===== src/rtl/mac_grp_ts_fifo.sv =====
// mac_grp_ts_fifo
// Buffers 64-bit {Time_HI, Time_LO} timestamps from the time-stamp stage
// until the register/host side pops them. First-word-fall-through: the head
// entry is always presented on rd_ts_*, and rd_ts_* read as zero while empty.
// Timestamps arriving while full, with no pop in the same cycle, are dropped.
// Dropped timestamps are counted with saturation and flagged with a sticky
// overflow bit.
//
// Ports
//   clk          in   single clock, rising edge
//   reset        in   synchronous active-high reset
//   ts_hi/ts_lo  in   timestamp words, qualified by ts_valid
//   ts_valid     in   one-cycle write strobe
//   rd_en        in   pop request, ignored while empty
//   rd_ts_hi/lo  out  head entry, zero when empty
//   rd_empty     out  FIFO holds no entries
//   fifo_count   out  stored entries, 0..DEPTH
//   drop_count   out  saturating count of dropped timestamps
//   overflow     out  sticky, at least one drop since the last clear
//   clear_stats  in   clears drop_count and overflow
module mac_grp_ts_fifo #(
  parameter int DEPTH_BITS     = 3,
  parameter int DROP_CNT_WIDTH = 32
) (
  input  logic                      clk,
  input  logic                      reset,
  input  logic [31:0]               ts_hi,
  input  logic [31:0]               ts_lo,
  input  logic                      ts_valid,
  input  logic                      rd_en,
  output logic [31:0]               rd_ts_hi,
  output logic [31:0]               rd_ts_lo,
  output logic                      rd_empty,
  output logic [DEPTH_BITS:0]       fifo_count,
  output logic [DROP_CNT_WIDTH-1:0] drop_count,
  output logic                      overflow,
  input  logic                      clear_stats
);

  localparam int DEPTH = 1 << DEPTH_BITS;
  localparam logic [DEPTH_BITS:0]       FULL_CNT = (DEPTH_BITS + 1)'(DEPTH);
  localparam logic [DEPTH_BITS:0]       CNT_ONE  = (DEPTH_BITS + 1)'(1);
  localparam logic [DEPTH_BITS-1:0]     PTR_ONE  = DEPTH_BITS'(1);
  localparam logic [DROP_CNT_WIDTH-1:0] DROP_ONE = DROP_CNT_WIDTH'(1);
  localparam logic [DROP_CNT_WIDTH-1:0] DROP_MAX = '1;

  logic [63:0]               r_mem [DEPTH];
  logic [DEPTH_BITS-1:0]     r_wr_ptr;
  logic [DEPTH_BITS-1:0]     r_rd_ptr;
  logic [DEPTH_BITS:0]       r_count;
  logic [DROP_CNT_WIDTH-1:0] r_drop_count;
  logic                      r_overflow;

  logic        w_empty;
  logic        w_full;
  logic        w_pop;
  logic        w_push;
  logic        w_drop;
  logic [63:0] w_head;

  assign w_empty = (r_count == '0);
  assign w_full  = (r_count == FULL_CNT);
  assign w_pop   = rd_en && !w_empty;
  // A pop in the same cycle frees the slot, so a full FIFO still accepts.
  assign w_push  = ts_valid && (!w_full || w_pop);
  assign w_drop  = ts_valid && w_full && !w_pop;

  // Storage is not reset; entries are only observable through r_count.
  always_ff @(posedge clk) begin
    if (w_push && !reset) begin
      r_mem[r_wr_ptr] <= {ts_hi, ts_lo};
    end
  end

  always_ff @(posedge clk) begin
    if (reset) begin
      r_wr_ptr <= '0;
      r_rd_ptr <= '0;
      r_count  <= '0;
    end else begin
      if (w_push) begin
        r_wr_ptr <= r_wr_ptr + PTR_ONE;
      end
      if (w_pop) begin
        r_rd_ptr <= r_rd_ptr + PTR_ONE;
      end
      if (w_push && !w_pop) begin
        r_count <= r_count + CNT_ONE;
      end else if (w_pop && !w_push) begin
        r_count <= r_count - CNT_ONE;
      end
    end
  end

  // A drop coincident with clear_stats is counted after the clear.
  always_ff @(posedge clk) begin
    if (reset) begin
      r_drop_count <= '0;
      r_overflow   <= 1'b0;
    end else if (clear_stats) begin
      r_drop_count <= w_drop ? DROP_ONE : '0;
      r_overflow   <= w_drop;
    end else if (w_drop) begin
      if (r_drop_count != DROP_MAX) begin
        r_drop_count <= r_drop_count + DROP_ONE;
      end
      r_overflow <= 1'b1;
    end
  end

  assign w_head     = r_mem[r_rd_ptr];
  assign rd_ts_hi   = w_empty ? 32'h0 : w_head[63:32];
  assign rd_ts_lo   = w_empty ? 32'h0 : w_head[31:0];
  assign rd_empty   = w_empty;
  assign fifo_count = r_count;
  assign drop_count = r_drop_count;
  assign overflow   = r_overflow;

endmodule


===== config.mk =====
export PLATFORM = sky130hd
export DESIGN_NAME = mac_grp_ts_fifo
export DESIGN_NICKNAME = d
export VERILOG_FILES = /design/src/rtl/mac_grp_ts_fifo.sv
export SDC_FILE = /design/constraint.sdc
export NUM_CORES = 1
export LEC_CHECK = 0
export BUFFER_PORTS_ARGS = -buffer_cell sky130_fd_sc_hd__buf_2
export CAP_MARGIN = 25
export CORE_ASPECT_RATIO = 0.6
export CORE_MARGIN = 2
export CORE_UTILIZATION = 25
export CTS_BUF_LIST = sky130_fd_sc_hd__clkbuf_16
export DETAILED_ROUTE_END_ITERATION = 10
export PLACE_DENSITY_LB_ADDON = 0.15
export SETUP_SLACK_MARGIN = 0.2
export SYNTH_ARGS = -nofsm -noshare
export SYNTH_HDL_FRONTEND = slang
export SYNTH_SLANG_ARGS = --single-unit

===== constraint.sdc =====
create_clock -name clk -period 11.3 [get_ports clk]
set_clock_uncertainty 0.2 [all_clocks]
set_input_delay 2.26 -clock clk [delete_from_list [all_inputs] [get_ports clk]]
set_output_delay 2.26 -clock clk [all_outputs]
set_load 0.01 [all_outputs]

==> results of run 1 <==
worst max-delay path by stage:
stage,startpoint,endpoint,slack [ps],cells after the start
global route,fifo_count[0],rd_ts_lo[15],5040,5
floorplan,rd_en,r_mem[6][0],890,4
global placement,rd_en,r_mem[7][13],5550,6
finish,fifo_count[0],rd_ts_lo[15],5360,5
CTS,register,rd_ts_hi[0],4960,5
detailed placement,rd_en,r_mem[5][22],5610,6
cells in the mapped netlist, drive strengths merged, types with 2 or more instances:
cell,count,area (um^2)
mux2i,69,690.7
mux4,128,2883
o41ai,2,17.52
ha,6,75.07
nor2,98,391.6
edfxtp,512,15370
nand4,14,93.84
a21oi,27,135.1
clkbuf,23,86.33
or3,9,56.30
buf,31,150.1
or2,2,12.51
nor2b,2,12.51
a2111oi,2,17.52
o2111ai,2,17.52
nand2,11,41.29
nor3,9,55.05
xnor2,9,78.83
and4,6,53.80
and3,7,45.05
xor2,16,140.1
inv,2,7.510
nand3b,2,15.01
dfxtp,46,920.9
o211ai,2,15.01
nor3b,2,15.01
o21ai,8,40.04
o311ai,3,26.28
nor4,2,12.51
nand3,11,55.05
power breakdown:
| group | leakage [nW] | total, mW | switching [mW] | internal [mW] |
|---|---|---|---|---|
| clock | 0.951 | 1.86 | 0.795 | 1.06 |
| combinational | 2.25 | 1.18 | 0.628 | 0.552 |
| sequential | 5.00 | 2.40 | 0.0839 | 2.31 |
logic make-up after synthesis:
logic type | synth area share, %
AND/OR/NAND/NOR | 4.160
buffers and inverters | 1.173
flip-flops | 75.25
XOR/XNOR | 1.011
AO/OA/AOI/OAI | 1.468
multiplexers | 16.50
adder cells (fa/ha/maj) | 0.4391
worst max-delay path, stage by stage, from the launching register on:
cell and delay, ps:
dfxtp_1 370, or3_1 540, nor2_4 620, buf_4 710, nor2_1 320, buf_2 230
state kept, by name (all words and copies together) (netlist names), named ones only:
register,flops
r_mem,512
overflow,1
fifo_count,4
r_wr_ptr,3
r_rd_ptr,3
drop_count,32
per-stage QoR:
step | total power, mW | setup slack (ps) | hold slack (ps)
after global placement | 3.653 | 5554 | 282.7
after detailed placement | 3.657 | 5607 | 285.1
final | 5.435 | 5357 | 288.4
after CTS | 5.540 | 4958 | 296.3
after floorplan | 3.202 | 886.9 | 284.7
after global routing | 5.720 | 5044 | 321.3
metal layers:
layer / up-vias / GRT usage [%]
li1: 4797 / -
met2: 197 / 18.95
met1: 5666 / 17.27
met5: - / 0
met3: 84 / 3.012
met4: 14 / 2.782
area by class of cell:
class | instances | area share [%]
flip-flops and latches | 558 | 63.17
multi-input cells | 461 | 20.04
clock buffers | 58 | 5.623
well taps | 1147 | 5.560
repair buffers | 193 | 4.169
clock inverters | 45 | 1.386
inverters | 2 | 0.02908
diodes | 2 | 0.01939
==> results_dict.tcl, run 1 <==
set metrics [dict create \
    outcome "finished, final reports clean" \
    maxUsedRoutingLayer "met5" \
    wl_met3_um 2724 \
    worstMarginPinSlew_ps 1056 \
    dr.pass1.iters 5 \
    fp.dieW_um 384.0 \
    rr_endpoint "r_mem[5][27]" \
    syn-num-nets 1152 \
    finalHoldViolations 0 \
    dieArea_um2 89070 \
    fp.dieH_um 232.0 \
    row_count 83 \
    fin_nets 1348 \
    drt_iter0_markers 687 \
    whs_path_depth 2 \
    vias 10760 \
    grt_pass1_wl_um 79740 \
    period_share_pct 52.59 \
    drc 0 \
    slew_headroom_pct 29.24 \
    cp.required_ps 8840 \
    grt_pass1_vias 11320 \
    hold_start "overflow" \
    rsz0062_at_grt "no" \
    reg2reg_from "fifo_count[0]" \
    worst_hold_path.endpoint "overflow" \
    drv_slew 0 \
    setup_viol_count_final 0 \
    port_buffers 170 \
    yosys_warnings 0 \
    wl_per_cell_um 22.10 \
    max-vdd-ir-drop_mv 0.1059 \
    antenna_found_initial 10 \
    worstSetupPathType "register to output pin" \
    hp-class "register to register" \
    ys.flop_type "edfxtp_1" \
    endpoint_kind "output pin" \
    rr_worst_depth 5 \
    wl_um 54490 \
    grt_overflow 0 \
    drive_gt1_share_pct 32.27 \
    cts_buffers 56 \
    multi_input_area_um2 5172 \
    path_max_fanout 45 \
    seq_area_frac_synth_pct 75.25 \
    cts_tree "done" \
    min_period_ps 5943 \
    finalNonFillerCells 2466 \
    postSynthAreaPerCell_um2 20.13 \
    nFillCells 8393 \
    p_leak_nw 8.199 \
    clock_sinks 558 \
    layout_commonest_cell "edfxtp_1" \
    reg2reg_setup_slack_ps 7610 \
    htree_levels 2 \
    start_util_pct 25.28 \
    tns_ps 0 \
    via_per_inst 4.363 \
    regArea_um2 16310 \
    final_cell_mix "512 x edfxtp_1, 170 x buf_2, 128 x mux4_2" \
    core_um2 85680 \
    dp_hpwl_um 29870 \
    design.portCount 171 \
    power_density_nw_per_um2 210.6 \
    grt_max_degree 51 \
    synth_cell_types 52 \
    area_growth_pct 19.19 \
    holdBufCountCts 0 \
    post-cts-setup-buffers 0 \
    gp_congestion 0.7544 \
    netlist_area_um2 21660 \
    grt_use_total_pct 12.24 \
    synth_cells 1076 \
    cp-start-kind "register" \
    cp.arrival_ps 3480 \
    dp_cells 2359 \
    clk_latency_ps 600 \
    max_freq_mhz 168.3 \
    synth-edff-count 512 \
    ant_nets 0 \
    cts_buffer_depth 3 \
    ys_seq_elements 558 \
    async_flop_share_pct 0 \
    wl_met2_um 24900 \
    root_buffer "clkbuf_16" \
    place_area_um2 23940 \
    utilization_pct 30.13 \
    ctsResizeCount 0 \
    clkTransAtPathRegs_ps 60 \
    stdcell_area_um2 25810 \
    drv_cap 0 \
    wirelength_met1_um 25830 \
]
No activity file was read; power rests on OpenSTA's default activity.
==> inputs of run 2 (changes only) <==
--- a/config.mk
+++ b/config.mk
@@ -5,6 +5,7 @@
 export SDC_FILE = /design/constraint.sdc
 export NUM_CORES = 1
 export LEC_CHECK = 0
+export ABC_AREA = 1
 export BUFFER_PORTS_ARGS = -buffer_cell sky130_fd_sc_hd__buf_2
 export CAP_MARGIN = 25
 export CORE_ASPECT_RATIO = 0.6
==> constraint.sdc (replaced) <==
create_clock -name clk -period 4.8 [get_ports clk]
set_clock_uncertainty 0.2 [all_clocks]
set_input_delay 0.96 -clock clk [delete_from_list [all_inputs] [get_ports clk]]
set_output_delay 0.96 -clock clk [all_outputs]
set_load 0.01 [all_outputs]
==> run 2 against run 1 <==
Against the previous run:
- total power grew 150%
- via count grew 42%
- clock power increased by 130%
- highest routed layer unchanged
- combinational power grew to 3.1 times the previous value
- critical endpoint is now rd_ts_hi[18]
- non-clock buffer count grew 11
==> results_dict.tcl, run 2 <==
set metrics [dict create \
    wl_per_cell_um 19.15 \
    final_cell_mix "512 x edfxtp_1, 475 x nor2_1, 336 x o21ai_0" \
    grt_use_total_pct 13.66 \
    setup_viol_count_final 0 \
    grt_pass1_vias 14750 \
    drive_gt1_share_pct 14.49 \
    cp.required_ps 3640 \
    clkTransAtPathRegs_ps 60 \
    outcome "finished, final reports clean" \
    grt_overflow 0 \
    rsz0062_at_grt "no" \
    port_buffers 170 \
    cts_buffers 56 \
    regArea_um2 16300 \
    min_period_ps 4213 \
    gp_congestion 0.8358 \
    dieArea_um2 93300 \
    ys.flop_type "edfxtp_1" \
    seq_area_frac_synth_pct 71.79 \
    period_share_pct 87.77 \
    netlist_area_um2 22700 \
    fp.dieW_um 393.0 \
    syn-num-nets 2061 \
    clkPwrFrac_pct 32.1 \
    power_switching_mw 4.559 \
    ys_seq_elements 558 \
    finalHoldViolations 0 \
    dr.pass1.iters 5 \
    synth_area_leader_cell "edfxtp_1" \
    power_density_nw_per_um2 501.0 \
    total_power_mw 13.49 \
    setup_slack_ps 587.1 \
    clock_sinks 558 \
    finalNonFillerCells 3395 \
    start_util_pct 25.26 \
    endpoint_kind "output pin" \
    drv_cap 0 \
    async_flop_share_pct 0 \
    drv_slew 0 \
    htree_levels 2 \
    drt_iter0_markers 926 \
    stdcell_area_um2 26930 \
    nFillCells 9157 \
    cp.arrival_ps 3050 \
    regMostFlops "r_mem" \
    synth_cells 1985 \
    ant_nets 0 \
    vias 15250 \
    via_per_inst 4.492 \
    grt_pass1_wl_um 96790 \
    max_freq_mhz 237.4 \
    tns_ps 0 \
    cp-start-kind "register" \
    slew_headroom_pct 37.65 \
    p_sw_share_pct 33.79 \
    cts_tree "done" \
    synth.top_cell.area_share_pct 67.73 \
    postSynthAreaPerCell_um2 11.44 \
    synth_cell_types 29 \
    antenna_found_initial 10 \
    path_max_fanout 67 \
    yosys_warnings 0 \
    area_growth_pct 18.65 \
    dp_cells 3288 \
    largest_reg_flops 512 \
    ys_top_cells_by_area "edfxtp_1 68%, nor2_1 7.9%, o21ai_0 7.4%" \
    fin_nets 2204 \
    max-vdd-ir-drop_mv 0.2393 \
    p_leak_nw 9.169 \
    p_seq_share_pct 41.1 \
    hp-class "register to register" \
    worstMarginPinSlew_ps 935.2 \
    drc 0 \
    p_int_mw 8.935 \
    fp.dieH_um 237.4 \
    post-place-ws_ps 1176 \
    place_area_um2 25140 \
    post-cts-setup-buffers 0 \
    grt_max_degree 111 \
    clk_latency_ps 630 \
    worstSetupPathType "register to output pin" \
    design.portCount 171 \
    ctsResizeCount 0 \
    core_um2 89870 \
    wl_um 65010 \
    root_buffer "clkbuf_16" \
    row_count 85 \
    holdBufCountCts 0 \
    yosysMostFrequentCell "edfxtp_1" \
    pwr-share-comb_pct 26.7 \
    cts_buffer_depth 3 \
    multi_input_area_um2 5660 \
    dp_hpwl_um 35750 \
    synth-edff-count 512 \
    layout_commonest_cell "edfxtp_1" \
    synthTopCellsByCount "512 x edfxtp_1, 479 x nor2_1, 336 x o21ai_0, 177 x nand2_1, 82 x clkbuf_1" \
]
run 2: cell types whose count changed after synthesis, sizes merged, moves of 12 or more:
| cell | delta |
|---|---|
| a31oi | +63 |
| clkbuf | +59 |
| inv | +78 |
| mux2i | -69 |
| mux4 | -128 |
| nand2 | +168 |
| nand3 | +43 |
| nand4 | -12 |
| nor2 | +389 |
| o21ai | +328 |
| o22ai | +64 |
| xor2 | -14 |
run 2: cell type report:
cell class                      instances  area share, %
Sequential cell                       558          60.53
Multi-Input combinational cell       1227          21.02
Tap cell                             1218          5.659
Clock buffer                           56          5.203
Timing Repair Buffer                  204          4.971
Clock inverter                         48          1.422
Inverter                               81          1.166
Antenna cell                            3        0.02787
run 2: power by group through the flow:
stage / Combinational (mW) / Clock (mW) / Sequential, mW
floorplan: 2.12 / 0 / 5.63
global placement: 3.73 / 0 / 5.65
detailed placement: 3.74 / 0 / 5.66
CTS: 3.75 / 4.50 / 5.55
global route: 4.07 / 4.67 / 5.57
finish: 3.61 / 4.33 / 5.55
run 2: metal layers:
layer,GRT usage [%],routed length [um],vias up
met1,19.71,31480,7499
met2,21.29,29310,326
met4,3.460,1414,2
met5,0,11,-
li1,-,-,7331
met3,2.217,2796,94
run 2: critical path, cell delays in order (launching register included):
cell and delay [ps]:
dfxtp_4 510, buf_4 770, o21ai_0 210, o22ai_1 200, o21ai_0 90, a31oi_1 380, buf_2 210
run 2: worst paths after layout:
| path | start | to | slack [ps] | cells past startpoint |
|---|---|---|---|---|
| setup / recovery | register | rd_ts_hi[18] | 590 | 6 |
| hold / removal | r_rd_ptr[2] | register | 260 | 2 |
| setup reg to reg | fifo_count[0] | r_mem[5][25] | 1840 | 7 |
| hold reg to reg | r_rd_ptr[2] | register | 260 | 2 |
run 2: stage by stage:
stage / hold slack [ps] / utilization, %
finish: 264.5 / 29.97
global route: 278.8 / 29.97
CTS: 263.6 / 29.96
detailed placement: 250.6 / 27.97
global placement: 252.2 / 27.94
floorplan: 233.4 / -
run 2: cell families after synthesis:
logic type               after synthesis  share of synthesized area (%)
buffers and inverters                200                          3.517
XOR/XNOR                               2                        0.07718
AO/OA/AOI/OAI                        490                          11.59
adder cells (fa/ha/maj)                7                         0.4189
AND/OR/NAND/NOR                      728                          12.61
flip-flops                           558                          71.79
==> inputs of run 3 (changes only) <==
==> constraint.sdc (replaced) <==
create_clock -name clk -period 5.4 [get_ports clk]
set_clock_uncertainty 0.2 [all_clocks]
set_input_delay 1.08 -clock clk [delete_from_list [all_inputs] [get_ports clk]]
set_output_delay 1.08 -clock clk [all_outputs]
set_load 0.01 [all_outputs]
==> run 3 against run 2 <==
Against the previous run:
- global-route usage is 0.11 points higher
- critical path depth is 1 higher
- register-to-register slack better by 540 ps
- die area stayed put
- wire length hardly changed
- hold slack better by 3.1 ps
- setup slack better by 420 ps
- total power is 11% lower
- first-iteration DRC count is 25% higher
- sequential share of layout area is 0.23 points higher
- critical endpoint is now rd_ts_hi[17]
==> results_dict.tcl, run 3 (synthesized netlist as in run 2, its figures left out) <==
set metrics [dict create \
    wl_met2_um 29110 \
    fin_nets 2199 \
    row_count 85 \
    utilization_pct 29.85 \
    ctsResizeCount 0 \
    clkPwrFrac_pct 32.0 \
    outcome "finished, final reports clean" \
    core_um2 89870 \
    antenna_found_initial 10 \
    pwr-share-comb_pct 26.7 \
    path_max_fanout 114 \
    grt_max_degree 161 \
    slew_headroom_pct 42.00 \
    holdBufCountCts 0 \
    wl_met3_um 3035 \
    clk_latency_ps 600 \
    max-vdd-ir-drop_mv 0.2723 \
    drc 0 \
    grt_pass1_wl_um 97170 \
    vias 15250 \
    p_seq_share_pct 41.3 \
    setup_viol_count_final 0 \
    wl_um 65000 \
    worstMarginPinSlew_ps 870.0 \
    design.portCount 171 \
    drt_iter0_markers 1156 \
    multi_input_area_um2 5660 \
    largest_reg_flops 512 \
    dp_hpwl_um 34000 \
    hp-class "register to register" \
    p_leak_nw 9.157 \
    grt_pass1_vias 14720 \
    fp.dieW_um 393.0 \
    dr.pass1.iters 5 \
    rsz0062_at_grt "no" \
    p_int_mw 8.005 \
    min_period_ps 4390 \
    tns_ps 0 \
    regArea_um2 16300 \
    root_buffer "clkbuf_16" \
    drv_slew 0 \
    drive_gt1_share_pct 13.98 \
    fp.dieH_um 237.4 \
    cts_tree "done" \
    cts_buffers 56 \
    gp_congestion 0.8029 \
    regMostFlops "r_mem" \
    nFillCells 9162 \
    htree_levels 2 \
    cp.required_ps 4120 \
    grt_overflow 0 \
    cts_buffer_depth 3 \
    max_freq_mhz 227.8 \
    wl_per_cell_um 19.19 \
    wirelength_met1_um 31450 \
    cp-start-kind "register" \
    post-cts-setup-buffers 0 \
    final_cell_mix "512 x edfxtp_1, 475 x nor2_1, 336 x o21ai_0" \
    start_util_pct 25.26 \
    maxUsedRoutingLayer "met5" \
    power_density_nw_per_um2 446.2 \
    via_per_inst 4.502 \
    clock_sinks 558 \
    endpoint_kind "output pin" \
    finalHoldViolations 0 \
    p_sw_share_pct 33.13 \
    worstSetupPathType "register to output pin" \
    drv_cap 0 \
    ant_nets 0 \
    period_share_pct 81.29 \
    power_switching_mw 3.966 \
    grt_use_total_pct 13.77 \
    cp.arrival_ps 3110 \
    dieArea_um2 93300 \
    area_growth_pct 18.20 \
    port_buffers 170 \
    clkTransAtPathRegs_ps 60 \
    layout_commonest_cell "edfxtp_1" \
]
-- run 3: cell count changes in the layout (fill, tap and decap cells not counted), moves of 2 or more --
cell / before / now
buf_4: 16 / 14
bufinv_16: 4 / 6
buf_12: 17 / 15
inv_16: 2 / 0
inv_1: 84 / 94
clkinv_2: 12 / 7
clkinvlp_4: 5 / 2
clkinv_1: 16 / 11
-- run 3: area by class of cell --
cell class                 count  area share [%]
antenna                        2         0.01865
multi-input combinational   1227           21.10
inverter                      81           1.171
clock inverter                46           1.362
tap                         1218           5.680
timing repair buffer         199           4.682
sequential                   558           60.77
clock buffer                  56           5.223
-- run 3: path summary, 6_finish.rpt --
| path | startpoint | slack, ps | endpoint | cells past startpoint |
|---|---|---|---|---|
| setup / recovery | register | 1010 | rd_ts_hi[17] | 7 |
| hold reg to reg | overflow | 270 | overflow | 2 |
| hold / removal | overflow | 270 | overflow | 2 |
| setup reg to reg | fifo_count[0] | 2380 | fifo_count[3] | 16 |
-- run 3: stage by stage --
step	area (um^2)	setup slack (ps)	total power, mW	hold slack [ps]	cells
floorplan	22700	-1287	6.891	233.4	1985
global placement	25060	1576	8.306	248.0	3283
detailed placement	25060	1594	8.321	256.2	3283
CTS	26820	941.2	12.22	265.4	3385
global route	26830	781.2	12.70	295.3	3387
finish	26830	1010	11.97	267.5	3387
-- run 3: per-layer routing --
metal / vias to the layer above / track usage, %
li1: 7323 / -
met1: 7514 / 19.74
met2: 310 / 21.45
met3: 91 / 2.517
met4: 10 / 3.355
met5: - / 0
-- run 3: worst max-delay path: stages (launching register included) --
cell	delay, ps
dfxtp_4	480
inv_6	680
buf_4	410
o21ai_0	110
o22ai_1	140
o21ai_0	110
a31oi_1	320
buf_2	200
-- run 3: power groups by stage --
stage / Clock (mW) / Sequential (mW) / Combinational, mW
5_1_grt: 4.15 / 4.95 / 3.60
3_3_place_gp: 0 / 5.03 / 3.28
6_report: 3.84 / 4.94 / 3.20
2_1_floorplan: 0 / 5.01 / 1.88
3_5_place_dp: 0 / 5.03 / 3.29
4_1_cts: 3.98 / 4.94 / 3.30
